## config.mk

```make
export PLATFORM = sky130hd
export DESIGN_NAME = dma_write_engine
export DESIGN_NICKNAME = d
export VERILOG_FILES = /design/src/rtl/dma_pkg.sv /design/src/rtl/dma_write_engine.sv
export SDC_FILE = /design/constraint.sdc
export NUM_CORES = 1
export LEC_CHECK = 0
export CORE_AREA = 2 2 93 131
export DETAILED_ROUTE_END_ITERATION = 8
export DIE_AREA = 0 0 95 133
export GPL_TIMING_DRIVEN = 0
export MAX_ROUTING_LAYER = met4
export PLACE_DENSITY = 0.8
export SLEW_MARGIN = 20
export SYNTH_ARGS = -nofsm -noshare
export SYNTH_HDL_FRONTEND = slang
export SYNTH_SLANG_ARGS = --single-unit
export TNS_END_PERCENT = 50
```

## constraint.sdc

```tcl
create_clock -name clk -period 3.4 [get_ports clk]
set_clock_uncertainty 0.15 [all_clocks]
set_input_delay 0.68 -clock clk [delete_from_list [all_inputs] [get_ports clk]]
set_output_delay 0.68 -clock clk [all_outputs]
set_load 0.01 [all_outputs]
```

## src/rtl/dma_pkg.sv

```systemverilog
// Shared definitions for the DMA write engine: FSM state encoding and word sizing.
package dma_pkg;

  typedef enum logic [1:0] {
    IDLE  = 2'd0,
    FETCH = 2'd1,
    WRITE = 2'd2,
    DONE  = 2'd3
  } dma_state_t;

  localparam int DEFAULT_WIDTH = 32;
  localparam int WORD_BYTES    = DEFAULT_WIDTH / 8;

  // Bytes per memory word for an arbitrary data width.
  function automatic int word_bytes(input int width);
    return width / 8;
  endfunction

endpackage

```

## src/rtl/dma_write_engine.sv

```systemverilog
// Single-descriptor DMA write engine: drains the parser word stream into
// consecutive memory words starting at a base byte address.
module dma_write_engine
  import dma_pkg::*;
#(
  parameter int WIDTH  = 32,
  parameter int ADDR_W = 32,
  parameter int LEN_W  = 16
) (
  input  logic              clk,
  input  logic              rst,
  input  logic              desc_valid,
  output logic              desc_ready,
  input  logic [ADDR_W-1:0] desc_addr,
  input  logic [LEN_W-1:0]  desc_len,
  input  logic [WIDTH-1:0]  s_data,
  input  logic              s_valid,
  output logic              s_ready,
  output logic              mem_wr_en,
  output logic [ADDR_W-1:0] mem_addr,
  output logic [WIDTH-1:0]  mem_wdata,
  input  logic              mem_ack,
  output logic              busy,
  output logic              done,
  output logic              err_align,
  output logic [LEN_W-1:0]  words_done,
  output logic [1:0]        fsm_state
);

  localparam int                WB         = word_bytes(WIDTH);
  localparam logic [ADDR_W-1:0] ALIGN_MASK = ADDR_W'(WB - 1);
  localparam logic [ADDR_W-1:0] ADDR_STEP  = ADDR_W'(WB);

  // Handshakes: a transfer happens on a rising edge where valid and ready are
  // both high; ready never depends on valid, and mem_addr/mem_wdata hold until
  // the edge where mem_wr_en and mem_ack are both high.
  dma_state_t        state;
  logic [ADDR_W-1:0] addr;
  logic [LEN_W-1:0]  remaining;
  logic [WIDTH-1:0]  wdata;
  logic              misaligned;

  assign misaligned = (desc_addr & ALIGN_MASK) != '0;

  always_ff @(posedge clk or negedge rst) begin
    if (!rst) begin
      state      <= IDLE;
      addr       <= '0;
      remaining  <= '0;
      wdata      <= '0;
      words_done <= '0;
      err_align  <= 1'b0;
    end else begin
      err_align <= 1'b0;
      case (state)
        IDLE: begin
          if (desc_valid) begin
            if (misaligned) begin
              err_align <= 1'b1;
            end else if (desc_len == '0) begin
              state <= DONE;
            end else begin
              addr       <= desc_addr;
              remaining  <= desc_len;
              words_done <= '0;
              state      <= FETCH;
            end
          end
        end
        FETCH: begin
          if (s_valid) begin
            wdata <= s_data;
            state <= WRITE;
          end
        end
        WRITE: begin
          if (mem_ack) begin
            addr       <= addr + ADDR_STEP;
            remaining  <= remaining - 1'b1;
            words_done <= words_done + 1'b1;
            state      <= (remaining == LEN_W'(1)) ? DONE : FETCH;
          end
        end
        DONE: begin
          state <= IDLE;
        end
        default: begin
          state <= IDLE;
        end
      endcase
    end
  end

  assign desc_ready = (state == IDLE);
  assign s_ready    = (state == FETCH);
  assign mem_wr_en  = (state == WRITE);
  assign mem_addr   = addr;
  assign mem_wdata  = wdata;
  assign busy       = (state != IDLE);
  assign done       = (state == DONE);
  assign fsm_state  = state;

endmodule

```

==> run summary, run 1 <==
The data arrival time at the worst-slack endpoint came out at 3.35 ns. The minimum hold slack is 0.112 ns. The final number of max-transition violations was 0.

The hold violation total from the final report came to 0. The synthesized netlist devotes 21.9% of its cell area to compound gates. The repair_antennas step left the layout with diodes totalling 0.

The routed design could run at a clock period as short as 3.26 ns. TritonCTS built the clock tree. The floorplan die width came out at 95 um. The critical path in this run is classified as input pin to register.

The first-pass iteration count of the detailed router came out at 5. The vias after detailed routing came out at 5334. The clock latency on the worst-skew pair is 0.35 ns.

The xor and xnor fraction of the mapped netlist area is 0.510%. Sequential cells were found to cover 48.1% of the synthesized design area. In this run the power spent charging and discharging nets is 0.00238 W. By count the netlist is led by 99 x sky130_fd_sc_hd__dfrtp_1, 63 x sky130_fd_sc_hd__a21oi_1, 47 x sky130_fd_sc_hd__o21ai_0. The number of sinks on the clock net came out at 99. The number of library cell types mapped by synthesis came out at 54.

The gate count after technology mapping is 535. The post-synthesis cell area came out at 5150 um2. Of all flip-flops after synthesis, the portion carrying an async set or reset was 100%.

The flow ran to the end, and the final reports show no timing, DRC or antenna violations. The routed via count divided by cell count is 6.13. Sequential cells account for 35.0% of the total power. Yosys attributes the largest share of cell area to sky130_fd_sc_hd__dfrtp_1 48%, sky130_fd_sc_hd__mux2_2 7.0%, sky130_fd_sc_hd__a21oi_1 6.1%. The number of nets handed over by synthesis was 624. Among all flip-flop cells after synthesis, the most frequent one is sky130_fd_sc_hd__dfrtp_1.

Summed over its instances, the top area cell type makes up 48.1% of the synthesized netlist area. The first-iteration detailed-routing DRC count came out at 381. Fill cells in the final layout number 964. The leading cell type by number of instances after synthesis is sky130_fd_sc_hd__dfrtp_1. The leakage power came out at 2.91 nW. The max-capacitance violation count came out at 0. The mean instance size in the synthesized netlist is 9.63 um2. The count of flip-flops with a built-in enable after synthesis came out at 0.

The portion of total power attributed to combinational logic is 45.9%. The post-detailed-placement half-perimeter wirelength came out at 12.8 mm. Summing the areas of all fa, ha and maj instances in the mapped netlist gives 0.972% of the synthesized area. The transition time of the tightest slew-check pin is 0.917 ns. The area fraction in and, or, nand and nor cells after synthesis is 18.1%. The core footprint is 11600 um2.

The internal portion of the total power is 0.00388 W. The min-delay analysis places its worst path in the category input pin to asynchronous set/reset pin. The finished cells cover 7440 um2. The height of the chip is 133 um.

The count of standard-cell rows came out at 47. The total die area came out at 12600 um2. The total detailed-routing wirelength came out at 17.6 mm. The all-layer global routing usage is 28.3%. The remaining max-slew budget at the tightest pin is 38.4%. The overall overflow remaining after global route is 0. The count of synthesis-stage warnings from yosys is 0. The clock tree synthesis step divided the H-tree into 3 levels. Dividing the detail-routed wire length by the instance count gives 20.2 um. The global-route wire length before repair is 26.9 mm. The net count of the finished layout is 807.

The buffer depth of the longest clock path is 2. The via count of the first global-routing pass is 5310. The placed instance area came out at 7090 um2.

173 I/O pins were placed. Of the total power, the clock network draws 19.0%. The number of buffers added on ports came out at 172. The power per cell area came out at 841 nW/um2.

Summed over all instances, the cell type with the most area after synthesis is sky130_fd_sc_hd__dfrtp_1. The initial antenna violation count is 0. The remaining routing DRC violations came out at 0. The data required time at the worst endpoint is 3.49 ns. The area growth from synthesis to layout came out at 44.5%. In this run, synthesis produced a sequential element count of 99.

Clock tree synthesis selected as its root buffer the cell sky130_fd_sc_hd__clkbuf_16. The ratio of cells with drive above 1 in the final layout came out at 10.1%. The total area of multi-input combinational cells is 2520 um2. The number of antenna-violating nets in the routed design came out at 0. The maximum number of pins on one net before global-route repair is 56. By area, the combinational part of the netlist is dominated by compound AO/OA/AOI/OAI gates. The category of the worst setup path capture point is a register.

The final sum of negative setup slack is 0 ns. The fmax is 307 MHz. The largest driver fanout on the critical path came out at 10. The worst setup path is launched from an input pin.

The hold-fix buffer count after cts is 0. Summing all flip-flop and latch instances after layout gives 2480 um2. The final weighted congestion in routability-driven placement came out at 0.938.

The switching part of the total power is 38.0%. Setup repair after global routing left no endpoint under its margin. The worst supply voltage drop on vdd came out at 0.000408 V. The ratio of final minimum period to clock period is 95.8%. The fraction of synthesized area in multiplexers came out at 7.39%. The clock buffer count from CTS came out at 9. The starting density of the core came out at 44.5%. The number of setup violations in the final report is 0. Clock-pin slew was measured on the worst setup and hold paths at 0.07 ns.
## routing by layer
layer	wire (um)	part of all wire [%]	vias up	global-route usage, %
li1	-	-	2400	-
met1	6390	36	2544	31.0
met2	8960	51	334	48.3
met3	1610	9.2	56	6.38
met4	635	3.6	0	12.8
met5	0	0	-	-
## cell usage in the layout, fill, tap and decap left out, drive strengths merged, types with 3 or more instances in the layout
master and n:
clkdlybuf4s50 171, dfrtp 99, a21oi 64, o21ai 49, nand2 40, mux2 32, clkbuf 30, nor2 29
nand3 23, nand4 14, and3 13, o22ai 12, a2bb2oi 12, buf 12, inv 10, o22a 9
nor4 9, or4 8, and4 7, o211ai 7, nor3 7, a31oi 6, and2 5, or3 5
o31ai 4, nor3b 4, ha 4, xor2 3, a22oi 3, a32oi 3, bufinv 3, or4b 3
## cells by family (layout without fill, tap and decap cells)
family	after synthesis	in the layout
compound gates	183	183
xor+xnor	3	3
fa+ha+maj	4	4
buf+inv	40	228
flops	99	99
mux	34	34
simple gates	172	172
## per-stage QoR
stage                     total power [W]  setup WS [ns]  utilization [%]  cells
after floorplan                   0.00352          0.886                -    535
after global placement            0.00495          -2.19             60.9    854
after detailed placement          0.00504         -0.296             61.2    855
after CTS                         0.00623         0.0450             64.2    870
after global routing              0.00659         0.0507             64.2    870
final                             0.00626          0.144             64.2    870
## critical path, cell delays in order
cell and delay (ns):
sky130_fd_sc_hd__clkdlybuf4s50_1 0.43, sky130_fd_sc_hd__nor4_1 0.57, sky130_fd_sc_hd__nand3_1 0.36, sky130_fd_sc_hd__o21ai_2 0.40, sky130_fd_sc_hd__buf_2 0.28, sky130_fd_sc_hd__buf_2 0.31
sky130_fd_sc_hd__a21oi_1 0.08, sky130_fd_sc_hd__o22a_1 0.23
## final timing paths
| path | from | end | slack [ns] | cells past startpoint |
|---|---|---|---|---|
| worst min register to register | mem_addr[0] | mem_addr[0] | 0.34 | 1 |
| worst max-delay path | desc_len[10] | mem_addr[27] | 0.14 | 8 |
| max in group asynchronous | rst | remaining[0] | 2.35 | 2 |
| min in group clk | mem_addr[0] | mem_addr[0] | 0.34 | 1 |
| worst max register to register | fsm_state[1] | mem_addr[30] | 0.63 | 6 |
| worst min-delay path | rst | mem_wdata[9] | 0.11 | 1 |
## what timing repair did
item / CTS / global route
setup endpoints to repair: 1 / 26
resized for setup: 1 / 1
setup buffers: 0 / 0
## registers in the layout, indices dropped and copies added, names as in the netlist
signal and flops:
err_align 1, mem_wdata 32, words_done 16, fsm_state 2, mem_addr 32, remaining 16
## area by class of cell
cell class,count,share of cell area [%]
plain buffers,31,1.68
clock buffers,9,3.03
clock inverters,7,1.65
inverters,8,0.404
multi-input cells,396,33.9
flip-flops and latches,99,33.3
well taps,147,2.47
repair buffers,173,23.5
## power groups by stage
stage | registers [W] | clock network (W) | logic, W
after floorplan | 0.00226 | 0 | 0.00126
final | 0.00219 | 0.00119 | 0.00288
after CTS | 0.00217 | 0.00120 | 0.00286
after global placement | 0.00216 | 0 | 0.00280
after detailed placement | 0.00218 | 0 | 0.00286
after global routing | 0.00225 | 0.00125 | 0.00309
(Power assumes the default switching activity.)
==> run 2: changes to the inputs <==
Settings changed: RECOVER_POWER from default to 25.
==> run 2 against run 1 <==
Effect of this change: routed wire length about the same; critical path depth unchanged; core utilization decreased by 0.065 points; clock power about the same; design area decreased by 0.10%; maximum frequency decreased by 0.16%; flip-flop and latch count unchanged; sequential share of layout area about the same; die area unchanged; the flow now finishes with violations (capacitance limit, slew limit).
==> run summary, run 2 (same netlist as run 1, synthesis figures left out) <==
The critical path in this run is classified as input pin to register. The number of sinks on the clock net is 99 (unchanged). The maximum number of pins on one net before global-route repair is 56 (unchanged). The remaining routing DRC violations is 0 (unchanged).

TritonCTS built the clock tree. Traced cell by cell, the critical path runs through clkdlybuf4s50_1, nor4_1, nand3_1, o21ai_2, buf_2, buf_2, a21oi_1, o22a_1. The worst supply voltage drop on vdd came out at 0.000408 V (-0.16%). The transition time of the tightest slew-check pin is 2.76 ns (+1.85 ns).

The most critical setup path has its startpoint at desc_len[10]. The source of the worst hold timing path is mem_addr[0]. The max-capacitance violation count is 1 (+1). The most numerous cell type found on the critical path is sky130_fd_sc_hd__buf_2. The final standard cell area without fillers is 7430 um2 (-0.10%).

The hold-fix buffer count after cts came out at 0 (unchanged). The floorplan die width came out at 95 um (unchanged). The number of setup violations in the final report came to 0 (unchanged). In the layout the commonest cells are 171 x sky130_fd_sc_hd__clkdlybuf4s50_1, 99 x sky130_fd_sc_hd__dfrtp_1, 63 x sky130_fd_sc_hd__a21oi_1. The clock input transition at the sequential cells of the worst setup and hold paths is 0.07 ns (about the same). The clock buffer count from CTS came out at 9 (unchanged). The leakage power is 2.90 nW (-0.17%). The worst hold path depth came out at 1. In this run the critical register-to-register path is launched from fsm_state[1]. The type of element launching the critical path is an input pin. The final number of max-transition violations is 45 (+45). The area growth from synthesis to layout is 44.3%. The overall overflow remaining after global route came out at 0 (unchanged). The hold violation total from the final report was 0 (unchanged). The number of nets in the finished design is 807 (unchanged). The core footprint came out at 11600 um2 (unchanged). The number of antenna-violating nets in the routed design is 0 (unchanged). The final antenna diode count came to 0 (unchanged). The I/O pin count is 173 (unchanged). The library cell contributing the largest single delay on the critical path is sky130_fd_sc_hd__nor4_1. The run finished, with violations left. The worst setup path is captured at a register.

The initial antenna violation count was 0 (unchanged). The final sum of negative setup slack came out at 0 ns (unchanged). The largest stage delay on the critical path was 0.58 ns (about the same).

The data required time at the worst endpoint came out at 3.49 ns (about the same). The worst reg2reg path endpoint is mem_addr[30]. The ratio of cells with drive above 1 in the final layout is 9.96% (-0.14 points). The final reports fail on capacitance limit, slew limit. The largest driver fanout on the critical path was 10 (unchanged). The number of buffers added on ports came out at 172 (unchanged). The global-route wire length before repair is 26.9 mm (unchanged). The fmax was 307 MHz (-0.16%). The reg2reg setup slack came out at 0.63 ns (about the same).

The clock latency on the worst-skew pair is 0.35 ns (about the same). The total detailed-routing wirelength came out at 17.6 mm (about the same). The post-CTS setup repair buffer count was 0 (unchanged). The final weighted congestion in routability-driven placement came to 0.938 (unchanged). The count of standard-cell rows came out at 47 (unchanged).

The all-layer global routing usage came out at 28.3% (unchanged). The ratio of final minimum period to clock period came to 95.9% (+0.15 points). The first-iteration detailed-routing DRC count is 381 (unchanged). The power per cell area came out at 842 nW/um2 (about the same).

The vias after detailed routing was 5331 (-0.056%). The total die area was 12600 um2 (unchanged). Leaving out fill and tap cells, the most frequent cell in the layout is sky130_fd_sc_hd__clkdlybuf4s50_1.

The minimum period implied by the final worst setup slack came out at 3.26 ns (+0.00526 ns). The via count of the first global-routing pass is 5310 (unchanged). The remaining max-slew budget at the tightest pin came to -84.2% (-120 points). The number of cells traversed by the worst register-to-register path is 6 (unchanged).

The height of the chip is 133 um (unchanged). The placed instance area is 7090 um2 (unchanged). The routed via count divided by cell count came out at 6.13 (about the same).

The tree is rooted in a sky130_fd_sc_hd__clkbuf_16. The path with the worst hold slack has its endpoint at mem_addr[0]. Setup repair after global routing left no endpoint under its margin. The post-detailed-placement half-perimeter wirelength came out at 12.8 mm (unchanged).

The first-pass iteration count of the detailed router came out at 6 (+1). In this run the worst hold path is classified as register to register. The final worst setup slack is 0.139 ns (-0.00526 ns). The worst setup slack after placement is -0.296 ns (unchanged). The number of levels the H-tree was split into came out at 3 (unchanged). The total design power was 0.00626 W (about the same). The starting density of the core came to 44.5% (unchanged).

The data arrival time at the worst-slack endpoint is 3.35 ns (about the same). The buffer depth of the longest clock path is 2 (unchanged). The detailed-route wire length per cell came out at 20.2 um (about the same).
==> run 2: cell types whose count changed in the layout (fill, tap and decap cells not counted) <==
cell,before,now
sky130_fd_sc_hd__buf_6,1,0
sky130_fd_sc_hd__clkbuf_1,21,22
==> run 2: timing repair <==
item                       in CTS  in global routing
gates resized for setup         1                  1
setup endpoints to repair       1                 26
cloned                          0                  0
==> run 2: report_power, final <==
group | switching, W | leakage (nW) | internal, W
logic | 0.00139 | 1.54 | 0.00148
clock network | 0.000467 | 0.163 | 0.000725
registers | 0.000519 | 1.19 | 0.00167
==> run 2: metrics by stage <==
step | cells | utilization, % | hold slack, ns
floorplan | 535 | - | 0.234
global placement | 854 | 60.9 | 0.318
detailed placement | 855 | 61.2 | 0.325
CTS | 870 | 64.2 | 0.125
global route | 870 | 64.2 | 0.368
finish | 870 | 64.2 | 0.335
==> run 2: worst max path at each step <==
| stage | end | slack [ns] | depth (start not counted) |
|---|---|---|---|
| 2_1_floorplan | words_done[10] | 0.89 | 5 |
| 3_3_place_gp | mem_addr[25] | -2.19 | 1 |
| 3_5_place_dp | mem_addr[27] | -0.30 | 8 |
| 4_1_cts | mem_addr[27] | 0.04 | 8 |
| 5_1_grt | mem_wr_en | 0.05 | 5 |
| 6_report | mem_addr[27] | 0.14 | 8 |
==> run 2: final cells by class <==
class                      count  area [um2]
buffer                        31         125
clock buffer                   9         225
clock inverter                 7         123
fill                         965        4150
inverter                       8        30.0
multi-input combinational    396        2520
sequential                    99        2480
tap                          147         184
timing repair buffer         173        1740
==> run 2: critical path, delay by kind of cell <==
kind / cells / cell delay (ns)
buf+inv: 3 / 1.02
simple gates: 2 / 0.95
compound gates: 3 / 0.71
==> run 2: per-layer routing <==
layer / vias to the layer above / routed length [um] / global-route usage, %
met5: - / 0 / -
met2: 346 / 8970 / 48.3
met4: 0 / 626 / 12.8
met3: 54 / 1640 / 6.38
met1: 2533 / 6360 / 31.0
li1: 2398 / - / -
==> run 3: changes to the inputs <==
Settings changed: GPL_ROUTABILITY_DRIVEN from default to 0.
==> run 3 against run 2 <==
Effect of this change: the run still ends with capacitance limit, slew limit left; sequential power hardly changed; worst setup slack better by 0.016 ns; global-route usage is 0.20 points lower; critical path type is now register to output pin; critical endpoint is now mem_wr_en; largest cell class unchanged.
==> run summary, run 3 (same netlist as run 1, synthesis figures left out) <==
The clock buffer count from CTS is 9 (unchanged). The all-layer global routing usage is 28.1% (-0.20 points). The minimum hold slack was 0.357 ns (+0.0222 ns).

The max-capacitance violation count was 1 (unchanged). The ratio of cells with drive above 1 in the final layout came out at 10.1% (+0.14 points). Leaving out fill and tap cells, the most frequent cell in the layout is sky130_fd_sc_hd__clkdlybuf4s50_1. The worst setup path is launched from a register. The hold violation total from the final report is 0 (unchanged). The worst setup slack after placement is -0.262 ns (+0.0339 ns).

The post-detailed-placement half-perimeter wirelength is 12.7 mm (-1.3%). The final number of max-transition violations came out at 31 (-31%). The number of levels the H-tree was split into came out at 3 (unchanged). The vias after detailed routing is 5363 (+0.60%). The path class of the tightest hold or removal check is register to register. The global-route wire length before repair was 26.7 mm (-0.70%). The fmax is 308 MHz (+0.51%).

The final antenna diode count came to 0 (unchanged). The buffer depth of the longest clock path is 2 (unchanged). The initial antenna violation count came out at 0 (unchanged). The remaining max-slew budget at the tightest pin is -8.58% (+76 points). The overall overflow remaining after global route came to 0 (unchanged). The height of the chip came out at 133 um (unchanged). The core footprint is 11600 um2 (unchanged).

The maximum number of pins on one net before global-route repair is 71 (+27%). Setup repair after global routing left no endpoint under its margin. TritonCTS built the clock tree. The final worst setup slack came out at 0.155 ns (+0.0165 ns).

The hold-fix buffer count after cts came out at 0 (unchanged). The ratio of final minimum period to clock period is 95.4% (-0.48 points). The placed instance area is 7090 um2 (unchanged). The number of nets in the finished design is 807 (unchanged).

The remaining routing DRC violations came out at 0 (unchanged). The worst supply voltage drop on vdd came out at 0.000407 V (-0.29%). The area growth from synthesis to layout came out at 43.8%.

The first-pass iteration count of the detailed router is 5 (-1). STA classifies the critical path endpoint as an output pin. The data arrival time at the worst-slack endpoint is 2.41 ns (-0.94 ns). The clock tree root buffer cell is sky130_fd_sc_hd__clkbuf_16. The leakage power came out at 2.89 nW (-0.23%).

The post-layout utilization of the core came out at 63.9% (-0.24 points). The flow ran to the end, but the final reports show violations. The final reports fail on capacitance limit, slew limit. The count of standard-cell rows is 47 (unchanged).

The number of antenna-violating nets in the routed design came to 0 (unchanged). The data required time at the worst endpoint is 2.57 ns (-0.92 ns). The first-iteration detailed-routing DRC count came to 300 (-21%). The number of sinks on the clock net is 99 (unchanged). The library cells used most frequently in the layout, excluding fill and tap cells, are 171 x sky130_fd_sc_hd__clkdlybuf4s50_1, 99 x sky130_fd_sc_hd__dfrtp_1, 63 x sky130_fd_sc_hd__a21oi_1. The starting density of the core is 44.5% (unchanged). The detailed-route wire length per cell came to 19.7 um (-2.5%). The clock latency on the worst-skew pair came out at 0.34 ns (about the same).

The final standard cell area without fillers came out at 7400 um2 (-0.37%). The total detailed-routing wirelength is 17.2 mm (-2.5%). The total die area came out at 12600 um2 (unchanged).

The worst setup path is of the register to output pin kind. The number of setup violations in the final report is 0 (unchanged). The minimum period implied by the final worst setup slack was 3.24 ns (-0.0165 ns). The clock input transition at the sequential cells of the worst setup and hold paths is 0.06 ns (about the same).

The floorplan die width came out at 95 um (unchanged). The number of buffers added on ports was 172 (unchanged). The routed via count divided by cell count came out at 6.16 (+0.60%). The I/O pin count came out at 173 (unchanged). The power per cell area was 835 nW/um2 (-0.77%).

The total design power was 0.00618 W (-1.1%). The via count of the first global-routing pass came to 5363 (+1.0%). The transition time of the tightest slew-check pin is 1.63 ns (-1.13 ns).

The largest driver fanout on the critical path was 18 (+8).
[run 3: critical path, cell delays in order, from the launching register on]
cell and delay (ns):
sky130_fd_sc_hd__dfrtp_1 0.49, sky130_fd_sc_hd__nand2b_1 0.21, sky130_fd_sc_hd__clkbuf_1 0.15, sky130_fd_sc_hd__inv_2 0.28
sky130_fd_sc_hd__buf_2 0.33, sky130_fd_sc_hd__clkdlybuf4s50_1 0.61
[run 3: cell type report]
| class | count | area [um2] |
|---|---|---|
| clock inverters | 6 | 95.1 |
| multi-input cells | 396 | 2530 |
| well taps | 147 | 184 |
| inverters | 8 | 30.0 |
| flip-flops and latches | 99 | 2480 |
| clock buffers | 10 | 239 |
| repair buffers | 173 | 1720 |
| fillers | 947 | 4180 |
| plain buffers | 31 | 125 |
[run 3: routing by layer]
layer  global-route usage (%)  vias to the layer above  routed length (um)
li1                         -                     2396                   -
met1                     30.9                     2515                6190
met2                     46.7                      378                8410
met3                     5.92                       74                1730
met4                     15.6                        0                 822
met5                        -                        -                   0
[run 3: report_power, final]
group | switching, W | internal (W) | total, W | leakage [nW]
combinational | 0.00139 | 0.00148 | 0.00287 | 1.54
sequential | 0.000518 | 0.00167 | 0.00219 | 1.19
clock | 0.000452 | 0.000673 | 0.00112 | 0.164
total | 0.00236 | 0.00382 | 0.00618 | 2.89
[run 3: worst paths after layout]
kind                               start       endpoint  slack (ns)  cells after the start
max in group asynchronous            rst  mem_wdata[25]        0.70                      2
setup reg to reg            fsm_state[1]  remaining[12]        0.60                      6
hold / removal             mem_wdata[18]  mem_wdata[18]        0.36                      1
min in group asynchronous            rst   mem_wdata[3]        0.59                      1
hold reg to reg            mem_wdata[18]  mem_wdata[18]        0.36                      1
setup / recovery            fsm_state[0]      mem_wr_en        0.16                      5
[run 3: stage by stage]
stage	setup TNS [ns]	std cells
global placement	-220.34	854
detailed placement	-6.74	855
floorplan	0	535
finish	0	870
global route	0	870
CTS	0	870
[run 3: what timing repair did]
action,4_1_cts,5_1_grt
gates resized for setup,1,2
setup buffers,0,0
endpoints found under the hold margin,0,0
gates cloned,0,0
setup endpoints to repair,1,31
==> RTL edit 1 (settings of run 3) <==
Change the parameter `WIDTH` from 32 to 64.
--- a/src/rtl/dma_write_engine.sv
+++ b/src/rtl/dma_write_engine.sv
@@ -4,5 +4,5 @@
   import dma_pkg::*;
 #(
-  parameter int WIDTH  = 32,
+  parameter int WIDTH  = 64,
   parameter int ADDR_W = 32,
   parameter int LEN_W  = 16
Ports: changed (resized mem_wdata and s_data); port bits go from 173 to 237. No check against the original RTL was run, so the function may have changed too.
==> RTL edit 1 against run 3 <==
  * Core utilization increased by 17 points
  * Die area unchanged
  * Sequential share of layout area rose by 1.4 points
  * Sequential cell count rose by 32
  * Setup slack better by 0.13 ns
  * Critical endpoint unchanged
  * Critical path depth did not move
  * Via count is 16% higher
  * Routed wire length increased by 24%
  * Cell area up 27%
  * Synthesized area grew 22%
  * Critical path type unchanged
  * Largest power group is now sequential cells
  * Largest cell class is now sequential cells
  * Total power up 5.5%
  * Register-to-register slack improved by 0.19 ns
==> RTL edit 1: results (changes against run 3) <==
[status]
status=completed

[placed_design]
placed_cell_area_sq_um=8840  ; +25%
dp_worst_setup_slack_ns=0.205  ; +0.467 ns
io_buffers=236  ; +37%
dp_hpwl_um=15500  ; +22%
dp_cells=987  ; +15%

[power_and_ir_drop]
vdd_drop_max_v=0.000452  ; +11%
p_leak_nw=3.83  ; +32%

[grt]
grt_pass1_vias=6375  ; +19%
grt_pass1_wl_um=32700  ; +23%
grt_start_max_net_pins=77  ; +8.5%

[synth]
yosysSeqAreaShare_pct=52.4  ; +4.3 points
synth.top_cell.area_share_pct=52.4  ; +4.3 points
syn_nets=724  ; +16%
synth.distinct_cells=53  ; -1.9%
synthTopCellsByArea=dfrtp_1 52%, mux2_2 12%, a21oi_1 5.0%

[worst_setup_path]
rr_worst_depth=8  ; +2
reg2reg_setup_slack_ns=0.79  ; +0.19 ns
cp.arrival_ns=2.29  ; -0.12 ns
rr_endpoint=mem_addr[19]

[routing]
drt-total-wl_um=21300  ; +24%
vias=6231  ; +16%
wl_per_cell_um=21.0  ; +6.3%
drtIter0Drc=538  ; +79%

[clocking]
ctsResizeCount=0  ; -1
cts_inserted_buffers=17  ; +8
h-tree-depth=4  ; +1
clkLatencyLatePin_ns=0.41  ; +0.07 ns

[sta]
whs_ns=0.354  ; -0.00316 ns
tightest_slew_ns=1.48  ; -0.154 ns

[min_path]
hold_path_end=mem_wdata[39]
min-delay-start=mem_wdata[39]

[finish]
fill_cells=740  ; -22%
final_layout_size_suffix_gt1_share_pct=14.5  ; +4.4 points

RTL edit 1: worst max path at each step:
stage	endpoint	slack, ns	cells after the start
after global placement	mem_wdata[25]	-3.59	1
after CTS	mem_wr_en	0.28	5
after floorplan	words_done[15]	1.00	6
final	mem_wr_en	0.28	5
after global routing	mem_wr_en	0.13	5
after detailed placement	words_done[12]	0.20	6
RTL edit 1: cell type report:
cell class | count | area (sq um) | area share, %
multi-input cells | 419 | 2750 | 29.2
flip-flops and latches | 131 | 3280 | 34.9
inverters | 13 | 48.8 | 0.519
repair buffers | 237 | 2360 | 25.1
well taps | 147 | 184 | 1.96
clock buffers | 19 | 453 | 4.82
clock inverters | 13 | 149 | 1.58
plain buffers | 39 | 180 | 1.92
RTL edit 1: power breakdown:
group / internal, mW / switching (mW)
clock network: 1.13 / 0.723
registers: 2.07 / 0.411
logic: 1.29 / 0.902
RTL edit 1: logic make-up (layout without fill, tap and decap cells):
| group | Yosys count | in the layout | share of synthesized area (%) |
|---|---|---|---|
| flip-flops | 131 | 131 | 52.4 |
| multiplexers | 67 | 67 | 12.0 |
| AND/OR/NAND/NOR | 159 | 159 | 13.0 |
| buffers and inverters | 53 | 321 | 3.72 |
| AO/OA/AOI/OAI | 189 | 189 | 18.2 |
| adder cells (fa/ha/maj) | 4 | 4 | 0.800 |
RTL edit 1: routing by layer:
metal	up-vias	global-route usage [%]	wire (um)
met5	-	-	0
met4	0	20.4	1140
met3	90	7.35	1620
met2	374	58.6	11100
met1	3007	38.0	7510
li1	2760	-	-
RTL edit 1: critical path, cell delays in order, from the launching register on:
cell             delay (ns)
dfrtp_1                0.34
clkbuf_1               0.29
nand2b_1               0.12
clkbuf_1               0.19
inv_2                  0.33
clkdlybuf4s50_1        0.61
==> RTL edit 2 (settings of run 3) <==
Made on the original files. Register the output `err_align` once more, cleared by the reset; this adds one clock of latency there. The other outputs are not delayed to match.
--- a/src/rtl/dma_write_engine.sv
+++ b/src/rtl/dma_write_engine.sv
@@ -32,4 +32,6 @@
   localparam logic [ADDR_W-1:0] ADDR_STEP  = ADDR_W'(WB);
 
+  logic err_align_s0;
+
   // Handshakes: a transfer happens on a rising edge where valid and ready are
   // both high; ready never depends on valid, and mem_addr/mem_wdata hold until
@@ -50,12 +52,12 @@
       wdata      <= '0;
       words_done <= '0;
-      err_align  <= 1'b0;
+      err_align_s0 <= 1'b0;
     end else begin
-      err_align <= 1'b0;
+      err_align_s0 <= 1'b0;
       case (state)
         IDLE: begin
           if (desc_valid) begin
             if (misaligned) begin
-              err_align <= 1'b1;
+              err_align_s0 <= 1'b1;
             end else if (desc_len == '0) begin
               state <= DONE;
@@ -101,4 +103,12 @@
   assign fsm_state  = state;
 
+  always_ff @(posedge clk or negedge rst) begin
+    if (!rst) begin
+      err_align <= '0;
+    end else begin
+      err_align <= err_align_s0;
+    end
+  end
+
 endmodule
 
Formal check against the unedited RTL: not equivalent (a bounded check fails within 4 cycles, from zero or initial values and one cycle with rst low).
==> RTL edit 2 against run 3 <==
  * The flow still finishes with violations (capacitance limit, slew limit)
  * Total power down 1.5%
  * Sequential cell count up 1
  * Non-clock buffer count down 2
  * Worst hold slack worse by 0.14 ns
  * Synthesized area about the same
  * Clock power down 5%
  * Largest power group unchanged
  * Cell area down 0.57%
  * Register-to-register slack worse by 0.12 ns
  * Setup slack better by 0.0044 ns
  * Routed wire length down 0.50%
  * Critical path depth down 1
==> RTL edit 2: results (changes against run 3) <==
[sta]
tightest_slew_ns=1.55  ; -0.0791 ns
drv_slew=29  ; -6.5%
fmax_mhz=309  ; +0.14%

[placed_design]
dp_cells=848  ; -0.82%
placed_cell_area_sq_um=7080  ; -0.11%
dp_worst_setup_slack_ns=-0.327  ; -0.0644 ns
dp_hpwl_um=12300  ; -2.7%

[grt]
use_met3_pct=4.84  ; -1.1 points
grt.met2_usage_pct=46.6  ; -0.079 points
grt_pass1_vias=5338  ; -0.47%
use_met1_pct=30.9  ; about the same

[finish]
stdcell_count=862  ; -0.92%
buf_share_pct=25.1  ; +0.13 points
synthToLayoutAreaGrowth_pct=43.0
buffers=202  ; -0.98%
fill_cells=984  ; +3.9%
design.seq.count=100  ; +1.0%

[worst_setup_path]
reg2reg_from=mem_addr[2]
crit_fanout=11  ; -7
reg2reg_setup_slack_ns=0.48  ; -0.12 ns

[status]
failed_checks=capacitance limit, slew limit
status=finished with violations

[synth]
synthTopCellsByArea=dfrtp_1 49%, mux2_2 7.0%, a21oi_1 4.8%
yosys-top-cells-count=100 x dfrtp_1, 49 x a21oi_1, 41 x nor2_1, 40 x o21ai_0
syn_nets=617  ; -1.1%
syn_inst=528  ; -1.3%
synth.distinct_cells=55  ; +1.9%

[power_and_ir_drop]
vdd_drop_max_v=0.000466  ; +15%
p_leak_nw=2.89  ; -0.22%

[min_path]
hold_depth=0  ; -1
hold_path_end=err_align

[routing]
met1_length_um=6090  ; -1.6%
dr_wl_met3_um=1580  ; -8.8%
avgViaCountPerCell=6.18  ; +0.27%
drtIter0Drc=426  ; +42%
dr.pass1.iters=6  ; +1

[flow_run]
cap_violations=1  ; unchanged

-- RTL edit 2: cell types whose count changed in the layout (fill, tap and decap cells not counted), moves of 6 or more --
cell              run 3  this run
and3_1               13         7
nand3_1              23        32
nand2_1              40        27
o21ai_0              47        40
nor2_1               29        41
and4_1                7         1
a2bb2oi_1            12        18
a21oi_1              63        49
-- RTL edit 2: logic make-up after synthesis --
group | synth area share [%]
flip-flops | 48.6
buffers and inverters | 3.35
adder cells (fa/ha/maj) | 0.972
multiplexers | 7.39
AND/OR/NAND/NOR | 17.6
XOR/XNOR | 0.510
AO/OA/AOI/OAI | 21.6
-- RTL edit 2: report_power, final --
part	total (mW)	internal (mW)	switching, mW
combinational	2.84	1.47	1.38
clock	1.06	0.609	0.451
sequential	2.19	1.69	0.502
total	6.09	3.77	2.33
-- RTL edit 2: what timing repair did --
| item | in CTS | in global routing |
|---|---|---|
| gates resized for setup | 3 | 1 |
| endpoints found under the setup margin | 2 | 1 |
| pin swaps | 0 | 0 |
